### config.mk
export PLATFORM = sky130hd
export DESIGN_NAME = mem_wait_ctrl_flat
export DESIGN_NICKNAME = d
export VERILOG_FILES = /design/src/rtl/mem_wait_ctrl_if.sv /design/src/rtl/mem_wait_ctrl.sv /design/src/flat_wrapper.sv
export SDC_FILE = /design/constraint.sdc
export NUM_CORES = 1
export LEC_CHECK = 0
export BUFFER_PORTS_ARGS = -buffer_cell sky130_fd_sc_hd__buf_2
export CAP_MARGIN = 20
export CORE_MARGIN = 3
export CORE_UTILIZATION = 51
export DETAILED_ROUTE_END_ITERATION = 8
export GPL_TIMING_DRIVEN = 0
export PLACE_DENSITY = 0.83
export SLEW_MARGIN = 20
export SYNTH_ARGS = -nofsm -noshare
export SYNTH_HDL_FRONTEND = slang
export SYNTH_SLANG_ARGS = --single-unit
### constraint.sdc
create_clock -name clk -period 2.5 [get_ports clk]
set_clock_uncertainty 0.15 [all_clocks]
set_input_delay 0.125 -clock clk [delete_from_list [all_inputs] [get_ports clk]]
set_output_delay 0.125 -clock clk [all_outputs]
set_load 0.02 [all_outputs]
### src/rtl/mem_wait_ctrl_if.sv
// Z80 bus strobes, address/data and the controller's replies, as seen by mem_wait_ctrl.
interface mem_wait_ctrl_if;
  logic       mreq_n;
  logic       rfsh_n;
  logic       iorq_n;
  logic       rd_n;
  logic       wr_n;
  logic       m1_n;
  logic [7:0] addr_l;
  logic [7:0] d_in;
  logic [7:0] d_out;
  logic       d_oe;
  logic       wait_n;

  // The CPU owns a bus cycle from the strobe falling until it rises again;
  // wait_n low stalls the cycle in Tw, and the cycle completes once wait_n is high.
  modport master (
    output mreq_n,
    output rfsh_n,
    output iorq_n,
    output rd_n,
    output wr_n,
    output m1_n,
    output addr_l,
    output d_in,
    input  d_out,
    input  d_oe,
    input  wait_n
  );

  modport slave (
    input  mreq_n,
    input  rfsh_n,
    input  iorq_n,
    input  rd_n,
    input  wr_n,
    input  m1_n,
    input  addr_l,
    input  d_in,
    output d_out,
    output d_oe,
    output wait_n
  );
endinterface

### src/rtl/mem_wait_ctrl.sv
// Z80 wait-state controller: stretches slow ROM / RAM2 cycles by a programmable T-state count.
// Optional macro WAIT_IO_EN adds a UART wait register at CFG_PORT+1 and I/O-cycle stretching.
module mem_wait_ctrl #(
  parameter logic [7:0] CFG_PORT   = 8'h21,
  parameter logic [3:0] DEF_ROM_WS = 4'd3,
  parameter logic [3:0] DEF_RAM_WS = 4'd2,
  parameter logic [3:0] DEF_IO_WS  = 4'd1
) (
  input  logic           clk,
  input  logic           reset_n,
  input  logic           cpu_clk,
  input  logic           turbo,
  input  logic           rom_sel,
  input  logic           ram_sel,
  input  logic           uart_sel,
  mem_wait_ctrl_if.slave bus,
  output logic [1:0]     fsm_state
);

  typedef enum logic [1:0] {
    IDLE  = 2'd0,
    COUNT = 2'd1,
    HOLD  = 2'd2
  } state_t;

  state_t     state;
  state_t     state_nx;
  logic [3:0] cnt;
  logic [3:0] cnt_nx;
  logic       wait_q;
  logic       wait_nx;
  logic       skip_q;
  logic       skip_nx;
  logic       io_cyc;
  logic       io_cyc_nx;
  logic       cpu_clk_q;
  logic       tick;
  logic       wr_arm;
  logic [3:0] rom_ws;
  logic [3:0] ram_ws;
  logic [3:0] ws_io;
  logic [3:0] load_ws;
  logic       io_wr;
  logic       io_rd;
  logic       cfg_hit;
  logic       cfg_we;
  logic       mem_start;
  logic       io_start;
  logic       cyc_end;
  logic [7:0] rd_data;
  logic       rd_oe;

  // ---------------------------------------------------------------------------
  // I/O register access decode
  // ---------------------------------------------------------------------------
  assign io_wr   = !bus.iorq_n && !bus.wr_n && wr_arm;
  assign io_rd   = !bus.iorq_n && !bus.rd_n && bus.m1_n;
  assign cfg_hit = (bus.addr_l == CFG_PORT);
  assign cfg_we  = io_wr && cfg_hit;

  // Armed by any clk with wr_n high, spent by the first write seen, so one I/O cycle writes once.
  always_ff @(posedge clk or negedge reset_n) begin
    if (!reset_n) begin
      wr_arm <= 1'b0;
    end else if (bus.wr_n) begin
      wr_arm <= 1'b1;
    end else if (io_wr) begin
      wr_arm <= 1'b0;
    end
  end

  always_ff @(posedge clk or negedge reset_n) begin
    if (!reset_n) begin
      rom_ws <= DEF_ROM_WS;
      ram_ws <= DEF_RAM_WS;
    end else if (cfg_we) begin
      rom_ws <= bus.d_in[3:0];
      ram_ws <= bus.d_in[7:4];
    end
  end

`ifdef WAIT_IO_EN
  localparam logic [7:0] IO_PORT = CFG_PORT + 8'd1;

  logic [3:0] io_ws;
  logic       io_hit;
  logic       io_we;

  assign io_hit = (bus.addr_l == IO_PORT);
  assign io_we  = io_wr && io_hit;

  always_ff @(posedge clk or negedge reset_n) begin
    if (!reset_n) begin
      io_ws <= DEF_IO_WS;
    end else if (io_we) begin
      io_ws <= bus.d_in[3:0];
    end
  end

  // Interrupt acknowledge has m1_n low, so it is excluded here.
  assign io_start = !bus.iorq_n && bus.m1_n && uart_sel;
  assign ws_io    = io_ws;
  assign cyc_end  = io_cyc ? bus.iorq_n : bus.mreq_n;

  always_comb begin
    rd_oe   = 1'b0;
    rd_data = 8'h00;
    if (io_rd && cfg_hit) begin
      rd_oe   = 1'b1;
      rd_data = {ram_ws, rom_ws};
    end else if (io_rd && io_hit) begin
      rd_oe   = 1'b1;
      rd_data = {4'h0, io_ws};
    end
  end
`else
  logic unused_io;

  assign unused_io = ^{uart_sel, DEF_IO_WS};
  assign io_start  = 1'b0;
  assign ws_io     = 4'd0;
  assign cyc_end   = bus.mreq_n;

  always_comb begin
    rd_oe   = 1'b0;
    rd_data = 8'h00;
    if (io_rd && cfg_hit) begin
      rd_oe   = 1'b1;
      rd_data = {ram_ws, rom_ws};
    end
  end
`endif

  assign bus.d_oe  = rd_oe;
  assign bus.d_out = rd_data;

  // ---------------------------------------------------------------------------
  // T-state tick: every clk in turbo, else the clk after a sampled cpu_clk fall
  // ---------------------------------------------------------------------------
  always_ff @(posedge clk or negedge reset_n) begin
    if (!reset_n) begin
      cpu_clk_q <= 1'b0;
    end else begin
      cpu_clk_q <= cpu_clk;
    end
  end

  assign tick = turbo || (cpu_clk_q && !cpu_clk);

  // ---------------------------------------------------------------------------
  // Wait-state FSM
  // ---------------------------------------------------------------------------
  assign mem_start = !bus.mreq_n && bus.rfsh_n && (rom_sel || ram_sel);
  assign load_ws   = mem_start ? (rom_sel ? rom_ws : ram_ws) : ws_io;

  always_ff @(posedge clk or negedge reset_n) begin
    if (!reset_n) begin
      state  <= IDLE;
      cnt    <= 4'd0;
      wait_q <= 1'b1;
      skip_q <= 1'b0;
      io_cyc <= 1'b0;
    end else begin
      state  <= state_nx;
      cnt    <= cnt_nx;
      wait_q <= wait_nx;
      skip_q <= skip_nx;
      io_cyc <= io_cyc_nx;
    end
  end

  // The first COUNT clk is the T-state that loaded the count, so it never consumes a tick.
  always_comb begin
    state_nx  = state;
    cnt_nx    = cnt;
    wait_nx   = wait_q;
    skip_nx   = skip_q;
    io_cyc_nx = io_cyc;
    case (state)
      IDLE: begin
        wait_nx = 1'b1;
        if (mem_start || io_start) begin
          cnt_nx    = load_ws;
          io_cyc_nx = !mem_start;
          skip_nx   = 1'b1;
          if (load_ws == 4'd0) begin
            state_nx = HOLD;
          end else begin
            state_nx = COUNT;
            wait_nx  = 1'b0;
          end
        end
      end
      COUNT: begin
        if (cyc_end) begin
          state_nx = IDLE;
          wait_nx  = 1'b1;
        end else if (skip_q) begin
          skip_nx = 1'b0;
        end else if (tick) begin
          if (cnt <= 4'd1) begin
            cnt_nx   = 4'd0;
            state_nx = HOLD;
            wait_nx  = 1'b1;
          end else begin
            cnt_nx = cnt - 4'd1;
          end
        end
      end
      HOLD: begin
        wait_nx = 1'b1;
        if (cyc_end) begin
          state_nx = IDLE;
        end
      end
      default: begin
        state_nx = IDLE;
        wait_nx  = 1'b1;
      end
    endcase
  end

  assign bus.wait_n = wait_q;
  assign fsm_state  = state;

endmodule
### src/flat_wrapper.sv
// flat-port wrapper written by rule: the top's interface ports become plain ports
module mem_wait_ctrl_flat 
#(
  parameter logic [7:0] CFG_PORT   = 8'h21,
  parameter logic [3:0] DEF_ROM_WS = 4'd3,
  parameter logic [3:0] DEF_RAM_WS = 4'd2,
  parameter logic [3:0] DEF_IO_WS  = 4'd1
)
  (clk, reset_n, cpu_clk, turbo, rom_sel, ram_sel, uart_sel, fsm_state, bus_mreq_n, bus_rfsh_n, bus_iorq_n, bus_rd_n, bus_wr_n, bus_m1_n, bus_addr_l, bus_d_in, bus_d_out, bus_d_oe, bus_wait_n);
  mem_wait_ctrl_if bus_i ();
  input  logic clk;
  input  logic reset_n;
  input  logic cpu_clk;
  input  logic turbo;
  input  logic rom_sel;
  input  logic ram_sel;
  input  logic uart_sel;
  output logic [1:0] fsm_state;
  input wire logic [$bits(bus_i.mreq_n)-1:0] bus_mreq_n;
  input wire logic [$bits(bus_i.rfsh_n)-1:0] bus_rfsh_n;
  input wire logic [$bits(bus_i.iorq_n)-1:0] bus_iorq_n;
  input wire logic [$bits(bus_i.rd_n)-1:0] bus_rd_n;
  input wire logic [$bits(bus_i.wr_n)-1:0] bus_wr_n;
  input wire logic [$bits(bus_i.m1_n)-1:0] bus_m1_n;
  input wire logic [$bits(bus_i.addr_l)-1:0] bus_addr_l;
  input wire logic [$bits(bus_i.d_in)-1:0] bus_d_in;
  output wire logic [$bits(bus_i.d_out)-1:0] bus_d_out;
  output wire logic [$bits(bus_i.d_oe)-1:0] bus_d_oe;
  output wire logic [$bits(bus_i.wait_n)-1:0] bus_wait_n;
  assign bus_i.mreq_n = bus_mreq_n;
  assign bus_i.rfsh_n = bus_rfsh_n;
  assign bus_i.iorq_n = bus_iorq_n;
  assign bus_i.rd_n = bus_rd_n;
  assign bus_i.wr_n = bus_wr_n;
  assign bus_i.m1_n = bus_m1_n;
  assign bus_i.addr_l = bus_addr_l;
  assign bus_i.d_in = bus_d_in;
  assign bus_d_out = bus_i.d_out;
  assign bus_d_oe = bus_i.d_oe;
  assign bus_wait_n = bus_i.wait_n;
  mem_wait_ctrl #(.CFG_PORT(CFG_PORT), .DEF_ROM_WS(DEF_ROM_WS), .DEF_RAM_WS(DEF_RAM_WS), .DEF_IO_WS(DEF_IO_WS)) u_core (.clk(clk), .reset_n(reset_n), .cpu_clk(cpu_clk), .turbo(turbo), .rom_sel(rom_sel), .ram_sel(ram_sel), .uart_sel(uart_sel), .bus(bus_i), .fsm_state(fsm_state));
endmodule
==> impl_metrics.xml <==
<?xml version="1.0" encoding="UTF-8"?>
<metrics>
  <group name="power_and_ir_drop">
    <metric name="power.ir.vdd_worst" unit="mV">0.301</metric>
    <metric name="power.share.clock" unit="%">25.7</metric>
    <metric name="netSwitchingPower" unit="mW">0.175</metric>
    <metric name="part_of_the_power_in_combinational_logic" unit="%">21.8</metric>
    <metric name="switching_share" unit="%">28.6</metric>
    <metric name="total_leakage_power" unit="nW">0.727</metric>
    <metric name="seq_power_share" unit="%">52.5</metric>
    <metric name="internal-power" unit="mW">0.437</metric>
    <metric name="power_density" unit="mW/mm2">427</metric>
  </group>
  <group name="floorplanning">
    <metric name="core_region_area" unit="mm2">0.00184</metric>
    <metric name="boundaryPins" unit="">41</metric>
    <metric name="rows" unit="">15</metric>
    <metric name="die_span_in_y" unit="um">51.7</metric>
    <metric name="start_util" unit="%">58.0</metric>
    <metric name="die_area" unit="mm2">0.00267</metric>
    <metric name="die_w" unit="um">51.7</metric>
  </group>
  <group name="job">
    <metric name="max-cap-violations" unit="">0</metric>
  </group>
  <group name="global_routing">
    <metric name="grt_remaining_overflow" unit="">0</metric>
    <metric name="grt_pass1_vias" unit="">1061</metric>
    <metric name="grt_pass1_wl" unit="um">4560</metric>
    <metric name="maximum_number_of_pins_on_one_net_before_global_route_repair" unit="">19</metric>
    <metric name="grt_antenna_before_repair" unit="">0</metric>
    <metric name="grtUsageTotal" unit="%">22.9</metric>
  </group>
  <group name="route">
    <metric name="route.detailed.vias_per_inst" unit="">5.56</metric>
    <metric name="wl_met3" unit="um">194</metric>
    <metric name="initialDrtViolationCount" unit="">30</metric>
    <metric name="drt-total-wl" unit="um">2700</metric>
    <metric name="ant_nets" unit="">0</metric>
    <metric name="topRoutingLayerUsed" unit="">met4</metric>
    <metric name="detail_route.first_pass.iterations" unit="">4</metric>
    <metric name="met1Wirelength" unit="um">1110</metric>
    <metric name="routedWlPerCell" unit="um">14.7</metric>
    <metric name="dr_total_vias" unit="">1017</metric>
    <metric name="detailroute.wirelength.met2" unit="um">1350</metric>
    <metric name="post_detailed_route_drc_marker_count" unit="">0</metric>
  </group>
  <group name="clock_tree">
    <metric name="cts_h_tree_depth" unit="">1</metric>
    <metric name="clockBufferDepth" unit="">2</metric>
    <metric name="clk_sinks" unit="">18</metric>
    <metric name="cts_root_buffer" unit="">clkbuf_4</metric>
    <metric name="clkTransAtPathRegs" unit="ns">0.10</metric>
    <metric name="post_cts_hold_buffer_count" unit="">12</metric>
    <metric name="tritoncts" unit="">yes</metric>
    <metric name="numCtsBuffers" unit="">3</metric>
    <metric name="cts_setup_buffers" unit="">0</metric>
    <metric name="clk-insertion-delay-late" unit="ns">0.30</metric>
    <metric name="post_cts.resized_instances" unit="">0</metric>
  </group>
  <group name="worst_setup_path">
    <metric name="cp-start-kind" unit="">primary input</metric>
    <metric name="critical_path_buf_inv_count" unit="">2</metric>
    <metric name="crit_path_cell_trace" unit="">buf_2, nor4b_2, nand4_1, nor3b_1, and2_1, buf_2</metric>
    <metric name="path_delay_family" unit="">simple AND/OR/NAND/NOR gates</metric>
    <metric name="timing.critical_path.arrival" unit="ns">1.78</metric>
    <metric name="worstRegToRegCells" unit="">4</metric>
    <metric name="critical_path_peak_fanout" unit="">9</metric>
    <metric name="critical_path_depth" unit="">6</metric>
    <metric name="data_required_time_of_the_critical_path" unit="ns">2.23</metric>
    <metric name="critical_path.slowest_cell" unit="">nor3b_1</metric>
    <metric name="crit_top_cell" unit="">buf_2</metric>
    <metric name="critical_path.max_stage_delay" unit="ns">0.73</metric>
    <metric name="worst_setup_path_end_kind" unit="">output pin</metric>
    <metric name="timing.setup.critical_path_class" unit="">primary input to output pin</metric>
  </group>
  <group name="timing">
    <metric name="number_of_hold_slack_violations_in_the_final_timing_report" unit="">0</metric>
    <metric name="setup_viol_count_final" unit="">0</metric>
    <metric name="fmaxAchievable" unit="GHz">0.487</metric>
    <metric name="final.min_clock_period" unit="ns">2.05</metric>
    <metric name="grt_setup_unrepaired" unit="">false</metric>
    <metric name="final.period_utilization" unit="%">82.1</metric>
    <metric name="max_slew_margin" unit="%">43.6</metric>
    <metric name="setup_tns" unit="ns">0</metric>
    <metric name="tightest_pin_transition" unit="ns">0.844</metric>
    <metric name="slew_viol_final" unit="">0</metric>
  </group>
  <group name="yosys">
    <metric name="synthesis.area_per_instance" unit="um2">10.3</metric>
    <metric name="yosys_most_used_dff" unit="">dfrtp_1</metric>
    <metric name="ys_seq_elements" unit="">18</metric>
    <metric name="synth_top_cell_by_area" unit="">dfrtp_1</metric>
    <metric name="gate_count_post_synth" unit="">104</metric>
    <metric name="netlist_cell_types" unit="">35</metric>
    <metric name="synth_edf_count" unit="">0</metric>
    <metric name="ys_top_cells_by_area" unit="">dfrtp_1 33%, mux2_4 11%, dfstp_2 9.9%, and2_1 5.3%, a21oi_1 3.3%</metric>
    <metric name="synth_top_area_share" unit="%">32.9</metric>
    <metric name="synth.yosys.seq_area_share" unit="%">42.7</metric>
    <metric name="yosys.cell_count.top_type" unit="">dfrtp_1</metric>
    <metric name="synthArstFlopShare" unit="%">100</metric>
    <metric name="syn-cell-area" unit="mm2">0.00107</metric>
    <metric name="syn_nets" unit="">135</metric>
    <metric name="synth_common_cells" unit="">14 x dfrtp_1, 9 x and2_1, 8 x inv_1, 8 x mux2_4, 7 x a21oi_1</metric>
    <metric name="yosys_warnings" unit="">0</metric>
  </group>
  <group name="finish">
    <metric name="stdcell_count" unit="">183</metric>
    <metric name="antenna_cells_inserted" unit="">0</metric>
    <metric name="sequential_cell_area" unit="um2">455</metric>
    <metric name="areaGrowthSynthToFinish" unit="%">34.5</metric>
    <metric name="design.final.nets" unit="">190</metric>
    <metric name="multi_input_area" unit="um2">558</metric>
    <metric name="final_layout_size_suffix_gt1_share" unit="%">36.1</metric>
    <metric name="layout.filler_cells" unit="">136</metric>
  </group>
  <group name="hold_path">
    <metric name="min-delay-path-class" unit="">primary input to flip-flop</metric>
    <metric name="timing.hold.worst_path_depth" unit="">3</metric>
  </group>
  <group name="placement">
    <metric name="numPlacedInstances" unit="">167</metric>
    <metric name="dp_hpwl" unit="um">1930</metric>
    <metric name="placement.io_buffers" unit="">38</metric>
    <metric name="replace_congestion" unit="">0.773</metric>
  </group>
  <group name="run_status">
    <metric name="status" unit="">completed</metric>
  </group>
</metrics>
## stage by stage
stage                     power (mW)  hold slack, ns  worst slack [ns]  utilization [%]  cell area [um2]
after floorplan                0.395          -0.321             0.566                -             1070
after global placement         0.436         -0.0822             0.657             70.0             1290
after detailed placement       0.446         -0.0674             0.482             70.0             1290
after CTS                      0.612        0.000545             0.472             78.0             1430
after global routing           0.644          0.0149             0.248             78.0             1430
final                          0.613         0.00820             0.447             78.0             1430
## cell usage in the layout (no fill, tap or decap), drive strengths merged, types with 5 or more instances in the layout
master       instances
dfrtp               14
mux2                 8
clkbuf               5
buf                 40
nor2                 6
inv                  8
o21ai                5
and2                 9
dlygate4sd3         12
a21oi                7
## state kept, by name, indices dropped and copies added, names as in the netlist
signal,flops
u_core.wr_arm,1
u_core.cnt,4
u_core.cpu_clk_q,1
u_core.ram_ws,4
u_core.fsm_state,2
u_core.bus.wait_n,1
u_core.rom_ws,4
u_core.skip_q,1
## cell type report
| type | instances | share of cell area (%) |
|---|---|---|
| clock buffers | 4 | 1.83 |
| repair buffers | 50 | 21.6 |
| well taps | 25 | 2.18 |
| inverters | 8 | 2.09 |
| multi-input cells | 75 | 38.9 |
| flip-flops and latches | 18 | 31.8 |
| plain buffers | 3 | 1.57 |
## final timing paths
path,from,end,slack [ns]
worst min register to register,u_core.skip_q$_DFFE_PN0P_,u_core.skip_q$_DFFE_PN0P_,0.39
worst max-delay path,bus_addr_l[3],bus_d_out[3],0.45
max in group asynchronous,reset_n,u_core.rom_ws[0]$_DFFE_PN1P_,1.72
worst max register to register,u_core.fsm_state[1]$_DFFE_PN0P_,u_core.cnt[0]$_DFFE_PN0P_,0.57
worst min-delay path,bus_mreq_n,u_core.skip_q$_DFFE_PN0P_,0.008
min in group asynchronous,reset_n,u_core.cnt[0]$_DFFE_PN0P_,0.13
## routing by layer
| metal | vias up | GRT usage, % |
|---|---|---|
| li1 | 488 | - |
| met1 | 475 | 25.4 |
| met2 | 48 | 41.5 |
| met3 | 6 | 4.58 |
| met4 | 0 | 10.5 |
| met5 | - | 0 |
## worst min-delay path, stage by stage
cell and delay [ns]:
buf_2 0.09, nor3b_1 0.08, a21oi_1 0.11
## power by group through the flow
stage | Clock, mW | Sequential (mW) | Combinational [mW]
finish | 0.157 | 0.322 | 0.134
global route | 0.173 | 0.323 | 0.148
CTS | 0.157 | 0.321 | 0.134
detailed placement | 0 | 0.326 | 0.119
global placement | 0 | 0.325 | 0.111
floorplan | 0 | 0.326 | 0.0687
## logic make-up (layout without fill, tap and decap cells)
group	after synthesis	count (layout)	synth area share (%)
AOI/OAI and AO/OA	29	29	18.5
DFF	18	18	42.7
muxes	8	8	11.3
and+or+nand+nor	36	36	20.2
adders and majority gates	2	2	2.35
buffers and inverters	11	65	4.93
(Power assumes the default switching activity.)
